===== config.mk =====
export PLATFORM = sky130hd
export DESIGN_NAME = full_subtractor_core
export DESIGN_NICKNAME = d
export VERILOG_FILES = /design/src/rtl/full_subtractor_core.sv
export SDC_FILE = /design/constraint.sdc
export NUM_CORES = 1
export LEC_CHECK = 0
export BUFFER_PORTS_ARGS = -buffer_cell sky130_fd_sc_hd__buf_2
export CORE_AREA = 3 3 40 42
export CTS_BUF_LIST = sky130_fd_sc_hd__clkbuf_8
export DETAILED_ROUTE_END_ITERATION = 12
export DIE_AREA = 0 0 43 45
export GPL_TIMING_DRIVEN = 0
export HOLD_SLACK_MARGIN = 0.08
export SLEW_MARGIN = 20
export SYNTH_ARGS = -nofsm -noshare
export SYNTH_HDL_FRONTEND = slang
export SYNTH_SLANG_ARGS = --single-unit

===== constraint.sdc =====
create_clock -name clk -period 1 [get_ports clk]
set_clock_uncertainty 0.1 [all_clocks]
set_input_delay 0.2 -clock clk [delete_from_list [all_inputs] [get_ports clk]]
set_output_delay 0.2 -clock clk [all_outputs]
set_load 0.1 [all_outputs]

===== src/rtl/full_subtractor_core.sv =====
// Registered ripple-borrow full subtractor: {bout, diff} = a - b - bin over WIDTH bits.
// The result is registered once and tagged with out_valid; diff/bout hold while in_valid is low.
module full_subtractor_core #(
    parameter int WIDTH = 1
) (
    input  logic             clk,
    input  logic             rst_n,
    input  logic             in_valid,
    input  logic [WIDTH-1:0] a,
    input  logic [WIDTH-1:0] b,
    input  logic             bin,
    output logic [WIDTH-1:0] diff,
    output logic             bout,
    output logic             out_valid
);

    logic [WIDTH-1:0] w_diff;
    logic             w_bout;
    logic [WIDTH:0]   w_borrow;

    logic [WIDTH-1:0] r_diff;
    logic             r_bout;
    logic             r_valid;

    // NOTE: every signal written in always_comb gets a default first, so no path can infer a latch.
    always_comb begin
        w_diff      = '0;
        w_borrow    = '0;
        w_borrow[0] = bin;
        for (int i = 0; i < WIDTH; i++) begin
            w_diff[i]       = a[i] ^ b[i] ^ w_borrow[i];
            w_borrow[i + 1] = (~a[i] & b[i]) | (~a[i] & w_borrow[i]) | (b[i] & w_borrow[i]);
        end
        w_bout = w_borrow[WIDTH];
    end

    // NOTE: state is updated with non-blocking assignments so all registers sample pre-edge values.
    always_ff @(posedge clk) begin
        if (!rst_n) begin
            r_diff  <= '0;
            r_bout  <= 1'b0;
            r_valid <= 1'b0;
        end else begin
            r_valid <= in_valid;
            // Idle cycles leave the last result visible for downstream consumers.
            if (in_valid) begin
                r_diff <= w_diff;
                r_bout <= w_bout;
            end
        end
    end

    assign diff      = r_diff;
    assign bout      = r_bout;
    assign out_valid = r_valid;

endmodule


* Word level (Yosys, flattened, before mapping)
Index checks and enable logic that the tools add are counted.
Storage, ports and cells: flip-flop bits (word level) 3, latch bits 0, memory bits (writable) 0, memory bits (read-only) 0, input bits 6, output and inout port bits 3, word-level logic and storage cells 11, memories 0
Cells by class: $add $sub $neg 0, multiply operators 0, div/mod/pow operators 0, order comparisons 0, equal/unequal tests 0, shift-type cells 0, multiplexer cells 0, bitwise operators 8, reductions and logical operators 0
Operators with widths (number):
- $and 1x1->1 | 3
- $or 1x1->1 | 2
- $xor 1x1->1 | 2
- $not 1->1 | 1

* Longest topological paths before layout
word-level depth 4, gate-level depth with buffers 4, gate-level depth less buffers 4

* Worst setup path after synthesis
No wires, ideal clock.
path kind register to register, start point reg, netlist name bout, end point reg r_bout, in the netlist bout, library setup time 0.067 ns, arrival time 1.194 ns, required time 0.833 ns, setup slack -0.361 ns, stages on the path, launching flop included 3, buffers on the path 0, clock period less this slack 1.361 ns, path through dfxtp_1 > mux2i_1 > nor2b_1
RTL lines:
- end signal: assignment | line 48 | r_bout <= w_bout;
- end: declaration | line 22 | logic r_bout;

* Final worst setup path
start point reg r_bout, in the netlist bout, end point out bout
RTL lines:
- end: declaration | line 13 | output logic bout,
No word-level cell between the ends.

==> results.py <==
metrics = {
    "floorplanning": {
        "core_area_um2": 1280,
        "start_util": 0.0944,
        "rows": 13,
        "die_y_um": 45,
        "die_w_um": 43,
        "die-area_um2": 1940,
        "pin_count": 9,
    },
    "grt": {
        "grt-ovfl-total": 0,
        "grt_pass1_wl_um": 558,
        "first_global_vias": 135,
        "grt_use_total": 0.0517,
        "antenna_found_initial": 0,
        "grt_max_degree": 5,
    },
    "clock_tree": {
        "cts_tree": "yes",
        "clockBufferDepth": 2,
        "cts_max_level": 1,
        "cts-buffers-inserted": 3,
        "cts_root_buf": "clkbuf_8",
        "cts_sinks": 3,
        "clk_latency_ns": 0.21,
        "clkSlewWorstSetupHoldPaths_ns": 0.03,
        "ctsHoldBuffers": 0,
    },
    "worst_setup_path": {
        "timing.rr.start": "diff",
        "arrival_ns": 0.74,
        "critPathCaptureType": "primary output",
        "critPathMaxStageDelay_ns": 0.35,
        "rr_endpoint": "diff",
        "crit_buf_inv": 1,
        "cp_max_fo": 2,
        "worstPathCellList": "buf_12",
        "path_class": "flip-flop to primary output",
        "critical_path.top_delay_family": "flip-flops",
        "reg2reg_depth": 1,
        "critPathRequiredTime_ns": 0.70,
        "worst_path_max_delay_cell": "dfxtp_2",
        "startpoint_type": "flip-flop",
        "timing.reg2reg.setup_slack_ns": 0.27,
    },
    "finish": {
        "area_growth_pct": 131,
        "final_util": 0.218,
        "fillCellCount": 146,
        "nets": 30,
        "design_area_um2": 280,
        "drive_gt1_frac": 0.682,
        "diodes": 0,
    },
    "worst_hold_path": {
        "hold_depth": 2,
        "min_to": "bout",
        "min_from": "rst_n",
        "min_path_type": "input pin to flip-flop",
    },
    "routing": {
        "totalWireLength_um": 302,
        "drt-initial-drc-count": 1,
        "via_per_inst": 3.14,
        "vias": 116,
        "drtAntennaViolNets": 0,
        "drt-pass1-iter-count": 2,
        "drc": 0,
        "avgRoutedWirePerCell_um": 8.16,
    },
    "sta": {
        "setup_viol": 3,
        "tightestPinTransition_ns": 0.116,
        "fin_ws_ns": -0.0422,
        "fmax_mhz": 959,
        "hold_violations": 0,
        "slew_headroom": 0.920,
        "rsz0062_at_grt": "true",
        "finalCriticalPeriod_ns": 1.04,
        "fin_crit_sh": 1.04,
        "report.final.slew_viol_count": 0,
    },
    "logic_synthesis": {
        "syn-num-nets": 17,
        "synthCells": 10,
        "ys_ff_latch": 3,
        "syn_area_per_cell_um2": 12.1,
        "ys_seq_area_frac": 0.495,
        "yosys_warnings": 0,
        "ys_types": 8,
        "syn_area_um2": 121,
    },
    "status": {
        "status": "complete, but fails checks",
        "violations": "setup timing",
    },
    "placement": {
        "placed_area_um2": 184,
        "globalplace.congestion": 0.662,
        "place_ws_ns": -0.202,
        "portBuffers": 8,
    },
    "power": {
        "total_power_mw": 0.612,
        "vdd.ir_drop.worst_mv": 0.810,
        "power_density_nw_per_um2": 2180,
        "power.leakage_nw": 0.136,
    },
    "flow_run": {
        "drv_cap": 0,
    },
}
placed cells by master (no fill, tap or decap):
| cell | instances |
|---|---|
| clkbuf_8 | 3 |
| buf_6 | 1 |
| fa_1 | 1 |
| nor2b_1 | 1 |
| dfxtp_2 | 3 |
| o211a_1 | 1 |
| and2_2 | 1 |
| inv_1 | 2 |
| nand2_1 | 1 |
| buf_12 | 3 |
| mux2i_1 | 1 |
| buf_2 | 4 |
metrics by stage:
stage | TNS (ns) | hold WS (ns) | instances
2_1_floorplan | -0.109 | 0.228 | 10
3_3_place_gp | -0.379 | 0.346 | 33
3_5_place_dp | -0.409 | 0.353 | 33
4_1_cts | -0.113 | 0.132 | 37
5_1_grt | -0.145 | 0.140 | 37
6_report | -0.0898 | 0.131 | 37
area by class of cell:
cell class / count / area [µm²] / share of cell area
inverter: 1 / 3.75 / 0.0134
clock inverter: 1 / 3.75 / 0.0134
sequential: 3 / 63.8 / 0.228
tap: 15 / 18.8 / 0.0670
multi-input combinational: 6 / 57.6 / 0.205
timing repair buffer: 8 / 91.3 / 0.326
clock buffer: 3 / 41.3 / 0.147
sequential cells by signal, summed over array words and instances, names as in the netlist:
name,count
diff,1
bout,1
out_valid,1
layer usage:
metal | GRT usage | vias up | share of wire
met5 | 0 | - | 0
met4 | 0.0542 | 0 | 0
met3 | 0.0717 | 0 | 0.22
met2 | 0.0479 | 10 | 0.35
met1 | 0.0460 | 51 | 0.43
li1 | - | 55 | -
worst max-delay path by stage:
| stage | start | endpoint | cells after the start |
|---|---|---|---|
| after global routing | bout | bout | 1 |
| after global placement | bin | diff | 4 |
| after detailed placement | bin | diff | 4 |
| final | bout | bout | 1 |
| after CTS | bout | bout | 1 |
| after floorplan | bin | diff | 3 |
where the power goes:
group | internal [mW] | switching, mW
Clock | 0.261 | 0.0805
Sequential | 0.131 | 0.00899
Combinational | 0.0522 | 0.0778
Total | 0.445 | 0.167
logic make-up after synthesis:
family | synth area share
AOI/OAI and AO/OA | 0.0825
adders and majority gates | 0.165
buffers and inverters | 0.0309
DFF | 0.495
muxes | 0.0825
and+or+nand+nor | 0.144
cells in the mapped netlist:
library cell | n | area (µm²)
mux2i_1 | 1 | 10.0
nand2_1 | 1 | 3.75
and2_2 | 1 | 7.51
o211a_1 | 1 | 10.0
inv_1 | 1 | 3.75
fa_1 | 1 | 20.0
dfxtp_1 | 3 | 60.1
nor2b_1 | 1 | 6.26
timing repair:
action,CTS,global route
endpoints found under the setup margin,3,4
pin swaps,0,2
cloned,0,0
buffers inserted,0,0
endpoints found under the hold margin,0,0
gates resized for setup,12,1
Power figures use the tool's default switching activity.
